<file path="src/rtl/pixel_pkg.sv">
// Shared constants and types for the pixel compositor: palette, layer config record, pipeline depth.
package pixel_pkg;

  localparam int PIPE_LAT = 3;
  localparam int COORD_W  = 10;

  localparam logic [11:0] COLOR_BLACK   = 12'h000;
  localparam logic [11:0] COLOR_WHITE   = 12'hFFF;
  localparam logic [11:0] COLOR_RED     = 12'hF00;
  localparam logic [11:0] COLOR_GREEN   = 12'h0F0;
  localparam logic [11:0] COLOR_BLUE    = 12'h00F;
  localparam logic [11:0] COLOR_MAGENTA = 12'hF0F;

  localparam logic [11:0] TEXT_COLOR_DEF = COLOR_BLACK;
  localparam logic [11:0] BG_COLOR_DEF   = COLOR_WHITE;
  localparam logic [11:0] KEY_COLOR_DEF  = COLOR_MAGENTA;

  typedef struct packed {
    logic [COORD_W-1:0] x;
    logic [COORD_W-1:0] y;
    logic               en;
  } layer_cfg_t;

endpackage

</file>
<file path="src/rtl/pixel_compositor_if.sv">
// Layer configuration write port: one strobe carrying target layer, position and enable.
interface pixel_compositor_if #(
  parameter int NUM_LAYERS   = 4,
  parameter int SCREEN_WIDTH = 10
);
  localparam int LW = (NUM_LAYERS > 1) ? $clog2(NUM_LAYERS) : 1;

  logic                    cfg_valid;
  logic [LW-1:0]           cfg_layer;
  logic [SCREEN_WIDTH-1:0] cfg_x;
  logic [SCREEN_WIDTH-1:0] cfg_y;
  logic                    cfg_en;

  modport master (output cfg_valid, cfg_layer, cfg_x, cfg_y, cfg_en);
  modport slave  (input  cfg_valid, cfg_layer, cfg_x, cfg_y, cfg_en);
endinterface

</file>
<file path="src/rtl/hex_font_rom.sv">
// Combinational 8x8 hex-digit glyph ROM; other power-of-2 glyph sizes sample the 8x8 grid.
module hex_font_rom #(
  parameter  int FONT_WIDTH = 8,
  localparam int FW_LOG     = (FONT_WIDTH > 1) ? $clog2(FONT_WIDTH) : 1
) (
  input  logic [3:0]        nibble,
  input  logic [FW_LOG-1:0] row,
  input  logic [FW_LOG-1:0] col,
  output logic              glyph_bit
);

  logic [63:0] glyph;
  logic [2:0]  row8;
  logic [2:0]  col8;

  always_comb begin
    row8 = 3'((int'(row) * 8) / FONT_WIDTH);
    col8 = 3'((int'(col) * 8) / FONT_WIDTH);
  end

  // Top byte is glyph row 0; MSB of each byte is the leftmost column.
  always_comb begin
    glyph = '0;
    case (nibble)
      4'h0: glyph = 64'h3C666E7666663C00;
      4'h1: glyph = 64'h1838181818187E00;
      4'h2: glyph = 64'h3C66060C30607E00;
      4'h3: glyph = 64'h3C66061C06663C00;
      4'h4: glyph = 64'h0C1C3C6C7E0C0C00;
      4'h5: glyph = 64'h7E607C0606663C00;
      4'h6: glyph = 64'h3C607C6666663C00;
      4'h7: glyph = 64'h7E060C1830303000;
      4'h8: glyph = 64'h3C66663C66663C00;
      4'h9: glyph = 64'h3C66663E060C3800;
      4'hA: glyph = 64'h183C66667E666600;
      4'hB: glyph = 64'h7C66667C66667C00;
      4'hC: glyph = 64'h3C66606060663C00;
      4'hD: glyph = 64'h786C6666666C7800;
      4'hE: glyph = 64'h7E60607C60607E00;
      4'hF: glyph = 64'h7E60607C60606000;
      default: glyph = '0;
    endcase
  end

  assign glyph_bit = glyph[~{row8, col8}];

endmodule

</file>
<file path="src/rtl/pixel_compositor.sv">
// Three-stage pixel compositor: hex debug text over colour-keyed sprite layers over a background,
// with layer positions committed only at frame start.
module pixel_compositor
  import pixel_pkg::*;
#(
  parameter int PIXEL_WIDTH  = 12,
  parameter int SCREEN_WIDTH = COORD_W,
  parameter int NUM_LAYERS   = 4,
  parameter int LAYER_W      = 32,
  parameter int LAYER_H      = 32,
  parameter int SEQ_NUM      = 16,
  parameter int SEQ_DIGITS   = 4,
  parameter int FONT_WIDTH   = 8,
  parameter int SEQ_INTERVAL = 5,
  parameter logic [PIXEL_WIDTH-1:0] BG_COLOR   = BG_COLOR_DEF,
  parameter logic [PIXEL_WIDTH-1:0] TEXT_COLOR = TEXT_COLOR_DEF,
  parameter logic [PIXEL_WIDTH-1:0] KEY_COLOR  = KEY_COLOR_DEF
) (
  input  logic                               sys_clk,
  input  logic                               sys_rst,
  input  logic                               video_on,
  input  logic [SCREEN_WIDTH-1:0]            x,
  input  logic [SCREEN_WIDTH-1:0]            y,
  input  logic                               hsync_in,
  input  logic                               vsync_in,
  input  logic                               frame_start,
  pixel_compositor_if.slave                  cfg,
  input  logic [SEQ_NUM*SEQ_DIGITS*4-1:0]    debug_val,
  output logic [NUM_LAYERS*SCREEN_WIDTH-1:0] layer_x_rom,
  output logic [NUM_LAYERS*SCREEN_WIDTH-1:0] layer_y_rom,
  input  logic [NUM_LAYERS*PIXEL_WIDTH-1:0]  layer_rgb,
  output logic [PIXEL_WIDTH-1:0]             rgb,
  output logic                               hsync_out,
  output logic                               vsync_out,
  output logic                               video_on_out
);

  localparam int FW_LOG    = (FONT_WIDTH > 1) ? $clog2(FONT_WIDTH) : 1;
  localparam int ROW_PITCH = FONT_WIDTH + SEQ_INTERVAL;
  localparam logic [SCREEN_WIDTH:0] LAYER_W_E = (SCREEN_WIDTH+1)'(LAYER_W);
  localparam logic [SCREEN_WIDTH:0] LAYER_H_E = (SCREEN_WIDTH+1)'(LAYER_H);

  layer_cfg_t shadow [NUM_LAYERS];
  layer_cfg_t active [NUM_LAYERS];

  // Non-blocking update makes a coincident write miss this commit and land next frame.
  always_ff @(posedge sys_clk) begin
    if (sys_rst) begin
      for (int i = 0; i < NUM_LAYERS; i++) begin
        shadow[i] <= '0;
        active[i] <= '0;
      end
    end else begin
      if (frame_start) begin
        for (int i = 0; i < NUM_LAYERS; i++) active[i] <= shadow[i];
      end
      if (cfg.cfg_valid && (int'(cfg.cfg_layer) < NUM_LAYERS)) begin
        shadow[cfg.cfg_layer] <= '{x: cfg.cfg_x, y: cfg.cfg_y, en: cfg.cfg_en};
      end
    end
  end

  logic [NUM_LAYERS-1:0]   hit_c;
  logic [SCREEN_WIDTH-1:0] lx_c [NUM_LAYERS];
  logic [SCREEN_WIDTH-1:0] ly_c [NUM_LAYERS];

  // Compare one bit wider than the screen so a window at the right/bottom edge never wraps to 0.
  always_comb begin
    hit_c = '0;
    for (int i = 0; i < NUM_LAYERS; i++) begin
      hit_c[i] = active[i].en
              && ({1'b0, x} >= {1'b0, active[i].x})
              && ({1'b0, x} <  ({1'b0, active[i].x} + LAYER_W_E))
              && ({1'b0, y} >= {1'b0, active[i].y})
              && ({1'b0, y} <  ({1'b0, active[i].y} + LAYER_H_E));
      lx_c[i] = hit_c[i] ? (x - active[i].x) : '0;
      ly_c[i] = hit_c[i] ? (y - active[i].y) : '0;
    end
  end

  logic              text_hit_c;
  logic [3:0]        nibble_c;
  logic [FW_LOG-1:0] grow_c;
  logic [FW_LOG-1:0] gcol_c;

  always_comb begin
    text_hit_c = 1'b0;
    nibble_c   = '0;
    grow_c     = '0;
    gcol_c     = x[FW_LOG-1:0];
    for (int k = 0; k < SEQ_NUM; k++) begin
      if ((int'(y) >= k*ROW_PITCH) && (int'(y) < k*ROW_PITCH + FONT_WIDTH)
          && (int'(x) < SEQ_DIGITS*FONT_WIDTH)) begin
        text_hit_c = 1'b1;
        grow_c     = FW_LOG'(int'(y) - k*ROW_PITCH);
        nibble_c   = debug_val[(k*SEQ_DIGITS + SEQ_DIGITS - 1 - (int'(x) >> FW_LOG))*4 +: 4];
      end
    end
  end

  logic [NUM_LAYERS-1:0] hit1;
  logic                  text_hit1;
  logic [3:0]            nibble1;
  logic [FW_LOG-1:0]     grow1;
  logic [FW_LOG-1:0]     gcol1;

  always_ff @(posedge sys_clk) begin
    if (sys_rst) begin
      hit1        <= '0;
      text_hit1   <= 1'b0;
      nibble1     <= '0;
      grow1       <= '0;
      gcol1       <= '0;
      layer_x_rom <= '0;
      layer_y_rom <= '0;
    end else begin
      hit1      <= hit_c;
      text_hit1 <= text_hit_c;
      nibble1   <= nibble_c;
      grow1     <= grow_c;
      gcol1     <= gcol_c;
      for (int i = 0; i < NUM_LAYERS; i++) begin
        layer_x_rom[i*SCREEN_WIDTH +: SCREEN_WIDTH] <= lx_c[i];
        layer_y_rom[i*SCREEN_WIDTH +: SCREEN_WIDTH] <= ly_c[i];
      end
    end
  end

  logic glyph_c;

  hex_font_rom #(.FONT_WIDTH(FONT_WIDTH)) u_font (
    .nibble    (nibble1),
    .row       (grow1),
    .col       (gcol1),
    .glyph_bit (glyph_c)
  );

  logic [NUM_LAYERS-1:0] hit2;
  logic                  text_hit2;
  logic                  glyph2;

  always_ff @(posedge sys_clk) begin
    if (sys_rst) begin
      hit2      <= '0;
      text_hit2 <= 1'b0;
      glyph2    <= 1'b0;
    end else begin
      hit2      <= hit1;
      text_hit2 <= text_hit1;
      glyph2    <= glyph_c;
    end
  end

  logic [PIPE_LAT-1:0] vid_d;
  logic [PIPE_LAT-1:0] hs_d;
  logic [PIPE_LAT-1:0] vs_d;

  always_ff @(posedge sys_clk) begin
    if (sys_rst) begin
      vid_d <= '0;
      hs_d  <= '1;
      vs_d  <= '1;
    end else begin
      vid_d <= {vid_d[PIPE_LAT-2:0], video_on};
      hs_d  <= {hs_d[PIPE_LAT-2:0],  hsync_in};
      vs_d  <= {vs_d[PIPE_LAT-2:0],  vsync_in};
    end
  end

  assign video_on_out = vid_d[PIPE_LAT-1];
  assign hsync_out    = hs_d[PIPE_LAT-1];
  assign vsync_out    = vs_d[PIPE_LAT-1];

  logic [PIXEL_WIDTH-1:0] pix_c;

  // Highest index applied first so the lowest-index opaque layer wins.
  always_comb begin
    pix_c = BG_COLOR;
    for (int i = NUM_LAYERS-1; i >= 0; i--) begin
      if (hit2[i] && (layer_rgb[i*PIXEL_WIDTH +: PIXEL_WIDTH] != KEY_COLOR)) begin
        pix_c = layer_rgb[i*PIXEL_WIDTH +: PIXEL_WIDTH];
      end
    end
    if (text_hit2 && glyph2) pix_c = TEXT_COLOR;
    if (!vid_d[PIPE_LAT-2])  pix_c = '0;
  end

  always_ff @(posedge sys_clk) begin
    if (sys_rst) rgb <= '0;
    else         rgb <= pix_c;
  end

endmodule
</file>
<file path="src/flat_wrapper.sv">
// flat-port wrapper written by rule: the top's interface ports become plain ports
module pixel_compositor_flat import pixel_pkg::*;
#(
  parameter int PIXEL_WIDTH  = 12,
  parameter int SCREEN_WIDTH = COORD_W,
  parameter int NUM_LAYERS   = 4,
  parameter int LAYER_W      = 32,
  parameter int LAYER_H      = 32,
  parameter int SEQ_NUM      = 16,
  parameter int SEQ_DIGITS   = 4,
  parameter int FONT_WIDTH   = 8,
  parameter int SEQ_INTERVAL = 5,
  parameter logic [PIXEL_WIDTH-1:0] BG_COLOR   = BG_COLOR_DEF,
  parameter logic [PIXEL_WIDTH-1:0] TEXT_COLOR = TEXT_COLOR_DEF,
  parameter logic [PIXEL_WIDTH-1:0] KEY_COLOR  = KEY_COLOR_DEF
)
  (sys_clk, sys_rst, video_on, x, y, hsync_in, vsync_in, frame_start, debug_val, layer_x_rom, layer_y_rom, layer_rgb, rgb, hsync_out, vsync_out, video_on_out, cfg_cfg_valid, cfg_cfg_layer, cfg_cfg_x, cfg_cfg_y, cfg_cfg_en);
  pixel_compositor_if #(.NUM_LAYERS(NUM_LAYERS), .SCREEN_WIDTH(SCREEN_WIDTH)) cfg_i ();
  input  logic sys_clk;
  input  logic sys_rst;
  input  logic video_on;
  input  logic [SCREEN_WIDTH-1:0] x;
  input  logic [SCREEN_WIDTH-1:0] y;
  input  logic hsync_in;
  input  logic vsync_in;
  input  logic frame_start;
  input  logic [SEQ_NUM*SEQ_DIGITS*4-1:0] debug_val;
  output logic [NUM_LAYERS*SCREEN_WIDTH-1:0] layer_x_rom;
  output logic [NUM_LAYERS*SCREEN_WIDTH-1:0] layer_y_rom;
  input  logic [NUM_LAYERS*PIXEL_WIDTH-1:0] layer_rgb;
  output logic [PIXEL_WIDTH-1:0] rgb;
  output logic hsync_out;
  output logic vsync_out;
  output logic video_on_out;
  input wire logic [$bits(cfg_i.cfg_valid)-1:0] cfg_cfg_valid;
  input wire logic [$bits(cfg_i.cfg_layer)-1:0] cfg_cfg_layer;
  input wire logic [$bits(cfg_i.cfg_x)-1:0] cfg_cfg_x;
  input wire logic [$bits(cfg_i.cfg_y)-1:0] cfg_cfg_y;
  input wire logic [$bits(cfg_i.cfg_en)-1:0] cfg_cfg_en;
  assign cfg_i.cfg_valid = cfg_cfg_valid;
  assign cfg_i.cfg_layer = cfg_cfg_layer;
  assign cfg_i.cfg_x = cfg_cfg_x;
  assign cfg_i.cfg_y = cfg_cfg_y;
  assign cfg_i.cfg_en = cfg_cfg_en;
  pixel_compositor #(.PIXEL_WIDTH(PIXEL_WIDTH), .SCREEN_WIDTH(SCREEN_WIDTH), .NUM_LAYERS(NUM_LAYERS), .LAYER_W(LAYER_W), .LAYER_H(LAYER_H), .SEQ_NUM(SEQ_NUM), .SEQ_DIGITS(SEQ_DIGITS), .FONT_WIDTH(FONT_WIDTH), .SEQ_INTERVAL(SEQ_INTERVAL), .BG_COLOR(BG_COLOR), .TEXT_COLOR(TEXT_COLOR), .KEY_COLOR(KEY_COLOR)) u_core (.sys_clk(sys_clk), .sys_rst(sys_rst), .video_on(video_on), .x(x), .y(y), .hsync_in(hsync_in), .vsync_in(vsync_in), .frame_start(frame_start), .cfg(cfg_i), .debug_val(debug_val), .layer_x_rom(layer_x_rom), .layer_y_rom(layer_y_rom), .layer_rgb(layer_rgb), .rgb(rgb), .hsync_out(hsync_out), .vsync_out(vsync_out), .video_on_out(video_on_out));
endmodule
</file>
<file path="config.mk">
export PLATFORM = sky130hd
export DESIGN_NAME = pixel_compositor_flat
export DESIGN_NICKNAME = d
export VERILOG_FILES = /design/src/rtl/pixel_pkg.sv /design/src/rtl/pixel_compositor_if.sv /design/src/rtl/hex_font_rom.sv /design/src/rtl/pixel_compositor.sv /design/src/flat_wrapper.sv
export SDC_FILE = /design/constraint.sdc
export NUM_CORES = 1
export LEC_CHECK = 0
export ABC_AREA = 1
export CORE_ASPECT_RATIO = 1.2
export CORE_MARGIN = 8
export CORE_UTILIZATION = 28
export DETAILED_ROUTE_END_ITERATION = 6
export PLACE_DENSITY = 0.55
export SYNTH_ARGS = -nofsm -noshare
export SYNTH_HDL_FRONTEND = slang
export SYNTH_HIERARCHICAL = 1
export SYNTH_SLANG_ARGS = --single-unit
</file>
<file path="constraint.sdc">
create_clock -name sys_clk -period 5.1 [get_ports sys_clk]
set_input_delay 1.02 -clock sys_clk [delete_from_list [all_inputs] [get_ports sys_clk]]
set_output_delay 1.02 -clock sys_clk [all_outputs]
set_load 0.01 [all_outputs]
</file>
==> flow_summary.rst, run 1 <==
.. list-table::
   :header-rows: 1

   * - Metric
     - Value
   * - Run status
     - finished with violations
   * - Violations in the final reports
     - DRC
   * - Share of post-route cells with drive strength above 1
     - 4.67%
   * - Unique masters post-synth
     - 65
   * - Worst-path cell chain
     - clkdlybuf4s50_1, nor2_2, nand2_1, nor3_1, nand3_1, nor2_1, nand2_1, nor2_1, nor2_1, nand2_1, nand2_1, nand3_1, nand2_1, nand4_1, nor2_1, nand3_1, nand2_1, inv_1
   * - Achievable frequency
     - 237 MHz
   * - Post-synth top area share
     - 21.4%
   * - Crit path largest cell delay
     - 0.66 ns
   * - Max-slew violations
     - 0
   * - Commonest register cell after synthesis
     - edfxtp_1
   * - Average via count per standard cell
     - 4.92
   * - Min Clock Period, post-route
     - 4.21 ns
   * - Count of pins on the block boundary
     - 449
   * - TritonCTS Buffers
     - 31
   * - Arrival time at the worst endpoint
     - 4.72 ns
   * - Worst setup path end
     - u_core/nibble1[2]
   * - Global route total overflow
     - 0
   * - Core footprint
     - 83,300 µm²
   * - Largest fanout on the critical path
     - 7
   * - Number of core rows
     - 116
   * - GR Util All Layers
     - 20.2%
   * - Gpl congestion
     - 0.976
   * - Slowest CP cell
     - clkdlybuf4s50_1
   * - Total Negative Setup Slacks
     - 0 ns
   * - Commonest cells in the netlist
     - 893 x nand2_1, 586 x nand3_1, 420 x inv_1, 410 x nor2_1, 168 x edfxtp_1
   * - Setup slack, reg-to-reg
     - 2.00 ns
   * - Final setup vio count
     - 0
   * - Initial antenna violation count
     - 0
   * - Die height
     - 334 µm
   * - Worst EP required
     - 5.60 ns
   * - Number of nets with antenna violations after routing
     - 0
   * - Total number of yosys warnings
     - 6
   * - Fill cell total of the finished layout
     - 9,026
   * - Setup repair after global routing missed its margin
     - no
   * - Startpoint of the most critical register-to-register path
     - u_core/active[1][11]
   * - Cts hold-fix bufs
     - 0
   * - Number of nets in the synthesized netlist
     - 4,032
   * - Placed wire-length estimate after detailed placement
     - 78,700 µm
   * - Dominant cells by area after synthesis
     - edfxtp_1 21%, nand2_1 14%, nand3_1 12%
   * - Number of sinks handled by clock tree synthesis
     - 290
   * - Portion of the clock cycle consumed by the worst path in the final layout
     - 82.6%
   * - Total design power
     - 0.00694 W
   * - Remaining routing DRC violations
     - 7
   * - Worst IR Drop VDD
     - 0.289 mV
   * - Worst setup EP type
     - register
   * - Share of the yosys chip area belonging to registers
     - 31.8%
   * - Launching element type of the critical path
     - input pin
   * - Number of synthesized flops with an enable pin
     - 168
   * - Number of cells in the design after placement
     - 5,004
   * - First-pass DRT Iterations
     - 7
   * - Launching instance or port of the critical path
     - y[8]
   * - Routed length per instance
     - 19.7 µm
   * - Hold violation total from the final report
     - 0
   * - Cells after Synth
     - 3,513
   * - Area Growth Syn to Fin
     - 28.6%
   * - Post-route clock skew
     - 0.0232 ns
   * - Worst rel slew slack
     - 30.0%
   * - Iteration-0 DRC Markers
     - 2,070
   * - Pin count of the biggest net entering global routing
     - 131
   * - Global-route wire length before repair
     - 147,000 µm
   * - Library cell with the highest instance count after synthesis
     - nand2_1
   * - CTS root buffer
     - clkbuf_16
   * - Number of maximum-capacitance constraint violations
     - 0
   * - Buffer count from post-CTS setup fixing
     - 0
   * - Post-synthesis cell type with the largest combined area
     - edfxtp_1
   * - Overall die area
     - 93,600 µm²
   * - CTS Buffer Depth
     - 3
   * - Async set-reset flop share out of synthesis
     - 0%
   * - Worst min-delay path class
     - register to register
   * - Crit-path most repeated cell
     - nand2_1
   * - Vias
     - 24.9k
   * - Leakage power summed over all cells
     - 13.6 nW
   * - Mean Syn Cell Area
     - 6.70 µm²
   * - Final Routed Wirelength
     - 99,700 µm
   * - Number of gates resized after cts
     - 0
   * - Worst reg2reg path endpoint
     - u_core/layer_x_rom[12]
   * - Summed instance area of the synthesized netlist
     - 23,500 µm²
   * - Clock transition at the registers of the reported paths
     - 0.06 ns
   * - Depth of the worst register-to-register path
     - 12
   * - Startpoint of the tightest hold check path
     - u_core/hit1[3]
   * - Via count of the first global-routing pass
     - 24.3k
   * - Count of placed standard cells in the final layout, fillers left out
     - 5,063
   * - Effective utilization at floorplan
     - 28.2%
   * - H-Tree Depth
     - 1
   * - Synthesized flop and latch total
     - 290
   * - Input/output buffers
     - 448
   * - Crit path kind
     - input pin to register
   * - CTS tree
     - done
   * - Final layout net count
     - 4,435
   * - Clock latency on the worst-skew pair
     - 0.58 ns
   * - Die extent in x
     - 281 µm
   * - Power per standard cell area
     - 229 nW/µm²
   * - Worst-Margin Slew
     - 1.05 ns
   * - Worst slack on hold paths
     - 0.400 ns
critical path, delay by kind of cell:
family / cells / cell delay, ns
AND/OR/NAND/NOR: 16 / 2.94
buffers and inverters: 2 / 0.74
cell families (layout without fill, tap and decap cells):
family	Yosys count	in the layout	share of synthesized area, %
other	0	1	0
XOR/XNOR	64	64	2.51
flip-flops	290	290	31.8
adder cells (fa/ha/maj)	165	165	9.03
AND/OR/NAND/NOR	2038	2038	37.4
buffers and inverters	587	1015	10.0
AO/OA/AOI/OAI	369	369	9.18
worst min-delay path by stage:
| stage | end | slack (ns) | depth (start not counted) |
|---|---|---|---|
| after CTS | u_core/hit2[3] | 0.40 | 2 |
| after detailed placement | u_core/hit2[3] | 0.39 | 2 |
| after global routing | u_core/hit2[3] | 0.42 | 2 |
| after global placement | u_core/vid_d[1] | 0.39 | 2 |
| final | u_core/hit2[3] | 0.40 | 2 |
| after floorplan | u_core/hit2[0] | 0.39 | 2 |
flip-flops by register name, summed over array words and instances (netlist names), 4 cells and up:
name,cells
u_core/active,84
u_core/hit1,4
u_core/hit2,4
u_core/layer_x_rom,40
u_core/layer_y_rom,40
u_core/nibble1,4
u_core/rgb,12
u_core/shadow,84
area by class of cell:
| cell class | instances | area (µm²) | area share [%] |
|---|---|---|---|
| inverters | 442 | 1670 | 5.51 |
| clock inverters | 23 | 233 | 0.769 |
| well taps | 1121 | 1400 | 4.63 |
| clock buffers | 35 | 791 | 2.61 |
| flip-flops and latches | 290 | 7490 | 24.7 |
| multi-input cells | 2636 | 13700 | 45.2 |
| diodes | 1 | 2.50 | 0.00827 |
| repair buffers | 515 | 4990 | 16.5 |
power breakdown:
group          leakage [nW]  switching (W)  internal (W)  total, W
combinational          10.4        0.00125      0.000768   0.00202
sequential             2.74      0.0000489       0.00259   0.00264
clock                 0.496       0.000961       0.00132   0.00228
stage by stage:
step	worst slack (ns)	area, µm²	util [%]
after floorplan	1.39	23500	-
after CTS	0.944	30300	36.3
after detailed placement	0.341	29200	35.1
final	0.886	30300	36.3
after global placement	0.391	29200	35.1
after global routing	0.696	30300	36.3
layer usage:
metal | GRT usage, % | routed length, µm | up-vias
met5 | 0 | 0 | -
met1 | 23.9 | 40000 | 11500
li1 | - | - | 12400
met2 | 36.6 | 49800 | 861
met4 | 8.31 | 4560 | 0
met3 | 2.39 | 5450 | 211
cell usage in the layout (no fill, tap or decap), types with 4 or more instances in the layout:
master / instances
nand2_1: 892
nand3_1: 586
clkdlybuf4s50_1: 442
inv_1: 420
nor2_1: 410
edfxtp_1: 168
ha_1: 157
a21oi_1: 133
dfxtp_1: 122
o21ai_0: 110
buf_4: 67
nand4_1: 43
xor2_1: 42
o211ai_1: 39
nor3_1: 33
clkbuf_16: 31
a31oi_1: 27
or2_2: 20
xnor2_1: 18
clkinv_1: 16
and2_1: 13
o21bai_1: 9
inv_2: 8
nor4_1: 8
fa_1: 8
clkinv_2: 7
o21ai_1: 6
a221oi_1: 5
nor3b_1: 5
o2111ai_1: 5
bufinv_16: 4
clkbuf_1: 4
buf_2: 4
o41ai_1: 4
o31ai_1: 4
a21o_1: 4
nor2_2: 4
nor3_2: 4
No activity file was read; power rests on OpenSTA's default activity.
==> inputs of run 2 (changes only) <==
==> constraint.sdc (replaced) <==
create_clock -name sys_clk -period 4.3 [get_ports sys_clk]
set_input_delay 0.86 -clock sys_clk [delete_from_list [all_inputs] [get_ports sys_clk]]
set_output_delay 0.86 -clock sys_clk [all_outputs]
set_load 0.01 [all_outputs]
==> flow_summary.rst, run 2 (synthesized netlist as in run 1, its figures left out) <==
.. list-table::
   :header-rows: 1

   * - Metric
     - Value
   * - Average via count per standard cell
     - 4.93 (was 4.92)
   * - Initial antenna violation count
     - 2 (was 0)
   * - Crit path kind
     - input pin to register (unchanged)
   * - Placed wire-length estimate after detailed placement
     - 78,700 µm (about the same)
   * - Leakage power summed over all cells
     - 13.8 nW (was 13.6 nW)
   * - Number of sinks handled by clock tree synthesis
     - 290 (unchanged)
   * - Post-route clock skew
     - 0.0161 ns (was 0.0232 ns)
   * - GR Util All Layers
     - 20.5% (was 20.2%)
   * - Share of post-route cells with drive strength above 1
     - 5.22% (was 4.67%)
   * - Startpoint of the most critical register-to-register path
     - u_core/active[1][1] (was u_core/active[1][11])
   * - Die extent in x
     - 281 µm (unchanged)
   * - Largest registers
     - u_core/active (84), u_core/shadow (84) (unchanged)
   * - Hold violation total from the final report
     - 0 (unchanged)
   * - Clock transition at the registers of the reported paths
     - 0.06 ns (about the same)
   * - TritonCTS Buffers
     - 35 (was 31)
   * - Buffer count from post-CTS setup fixing
     - 0 (unchanged)
   * - Launching element type of the critical path
     - input pin (unchanged)
   * - Die height
     - 334 µm (unchanged)
   * - Portion of the clock cycle consumed by the worst path in the final layout
     - 82.2%
   * - Worst IR Drop VDD
     - 0.384 mV (was 0.289 mV)
   * - Achievable frequency
     - 283 MHz
   * - Worst min-delay path class
     - register to register (unchanged)
   * - Final Routed Wirelength
     - 99,800 µm (was 99,700 µm)
   * - Remaining routing DRC violations
     - 0 (was 7)
   * - Final setup vio count
     - 0 (unchanged)
   * - Number of core rows
     - 116 (unchanged)
   * - CTS root buffer
     - clkbuf_16 (unchanged)
   * - Setup repair after global routing missed its margin
     - no (unchanged)
   * - Worst rel slew slack
     - 24.4% (was 30.0%)
   * - Number of nets with antenna violations after routing
     - 0 (unchanged)
   * - Worst-Margin Slew
     - 1.12 ns (was 1.05 ns)
   * - Number of maximum-capacitance constraint violations
     - 0 (unchanged)
   * - Total Negative Setup Slacks
     - 0 ns (unchanged)
   * - Top library cells by usage in the layout, fill and taps aside
     - 892 x nand2_1, 586 x nand3_1, 442 x clkdlybuf4s50_1 (unchanged)
   * - Cts hold-fix bufs
     - 0 (unchanged)
   * - Core footprint
     - 83,300 µm² (unchanged)
   * - Worst EP required
     - 4.78 ns (was 5.60 ns)
   * - Input/output buffers
     - 448 (unchanged)
   * - Gpl congestion
     - 1.01 (was 0.976)
   * - Global-route wire length before repair
     - 149,000 µm (was 147,000 µm)
   * - Arrival time at the worst endpoint
     - 4.01 ns (was 4.72 ns)
   * - Area Growth Syn to Fin
     - 30.4% (was 28.6%)
   * - Number of gates resized after cts
     - 0 (unchanged)
   * - Worst setup EP type
     - register (unchanged)
   * - Min Clock Period, post-route
     - 3.53 ns
   * - Layout Cell Area excl Fill
     - 30,700 µm² (was 30,300 µm²)
   * - Worst setup path end
     - u_core/layer_x_rom[19] (was u_core/nibble1[2])
   * - Launching instance or port of the critical path
     - x[0] (was y[8])
   * - Depth of the worst register-to-register path
     - 14 (was 12)
   * - Vias
     - 25.1k (was 24.9k)
   * - Effective utilization at floorplan
     - 28.2% (unchanged)
   * - Pin count of the biggest net entering global routing
     - 86 (was 131)
   * - Routed length per instance
     - 19.6 µm (was 19.7 µm)
   * - Via count of the first global-routing pass
     - 24.7k (was 24.3k)
   * - Global route total overflow
     - 0 (unchanged)
   * - Max-slew violations
     - 0 (unchanged)
   * - Final layout net count
     - 4,458 (was 4,435)
   * - First-pass DRT Iterations
     - 6 (was 7)
   * - Run status
     - completed (was finished with violations)
   * - Clock latency on the worst-skew pair
     - 0.55 ns (was 0.58 ns)
   * - H-Tree Depth
     - 2 (was 1)
   * - Standard cell area after detailed placement
     - 29,500 µm² (was 29,200 µm²)
   * - Overall die area
     - 93,600 µm² (unchanged)
   * - Count of pins on the block boundary
     - 449 (unchanged)
   * - CTS tree
     - done (unchanged)
   * - CTS Buffer Depth
     - 3 (unchanged)
   * - Setup slack, reg-to-reg
     - 1.48 ns (was 2.00 ns)
   * - Worst reg2reg path endpoint
     - u_core/layer_x_rom[19] (was u_core/layer_x_rom[12])
   * - Largest fanout on the critical path
     - 9 (was 7)
   * - Power per standard cell area
     - 281 nW/µm² (was 229 nW/µm²)
   * - Leading cell type in the layout, fill and taps excluded
     - nand2_1 (unchanged)
   * - Iteration-0 DRC Markers
     - 2,049 (was 2,070)
==> run 2: cell count changes in the layout (fill, tap and decap cells not counted), moves of 2 or more <==
cell       change
buf_4         +12
clkbuf_8       +2
clkinv_2       -4
clkbuf_1       +5
clkinv_1       -3
buf_12         +7
clkbuf_16      +7
==> run 2: worst min-delay path by stage <==
stage | from | end | slack, ns | cells after the start
2_1_floorplan | u_core/hit1[0] | u_core/hit2[0] | 0.39 | 2
3_3_place_gp | u_core/vid_d[0] | u_core/vid_d[1] | 0.39 | 2
3_5_place_dp | u_core/vs_d[1] | u_core/vs_d[2] | 0.39 | 1
4_1_cts | u_core/vs_d[1] | u_core/vs_d[2] | 0.41 | 1
5_1_grt | u_core/vs_d[1] | u_core/vs_d[2] | 0.42 | 1
6_report | u_core/text_hit1 | u_core/text_hit2 | 0.41 | 2
==> run 2: area by class of cell <==
class	instances	area, µm²
clock buffer	49	1010
inverter	442	1670
clock inverter	15	180
multi-input combinational	2636	13700
fill	9038	52600
antenna	2	5.00
timing repair buffer	534	5220
tap	1121	1400
sequential	290	7490
==> run 2: metal layers <==
metal	part of all wire, %	global-route usage [%]	vias to the layer above
met2	49	36.5	896
met1	40	24.1	11600
met4	4.9	9.05	0
li1	-	-	12400
met5	0	0	-
met3	5.6	2.84	230
==> run 2: power by group <==
group	switching, W	leakage (nW)	internal, W
registers	0.0000592	2.74	0.00307
logic	0.00149	10.5	0.000937
clock network	0.00123	0.573	0.00184
==> run 2: worst max-delay path, cell delays in order <==
cell,delay [ns]
clkdlybuf4s50_1,0.61
inv_1,0.21
ha_1,0.27
fa_1,0.40
o21ai_0,0.26
nand2_1,0.08
o211ai_1,0.14
a221oi_1,0.13
nor2_1,0.10
o21ai_0,0.08
nor3_1,0.13
nand3b_1,0.31
buf_4,0.30
a21oi_1,0.13
==> run 2: metrics by stage <==
| stage | utilization [%] | std cells | hold WS [ns] | power [W] | setup slack, ns |
|---|---|---|---|---|---|
| 2_1_floorplan | - | 3513 | 0.388 | 0.00458 | 0.751 |
| 3_3_place_gp | 35.4 | 5023 | 0.390 | 0.00559 | 0.191 |
| 3_5_place_dp | 35.4 | 5023 | 0.393 | 0.00559 | 0.150 |
| 4_1_cts | 36.8 | 5087 | 0.407 | 0.00871 | 0.725 |
| 5_1_grt | 36.8 | 5089 | 0.420 | 0.00909 | 0.507 |
| 6_report | 36.8 | 5089 | 0.406 | 0.00863 | 0.766 |
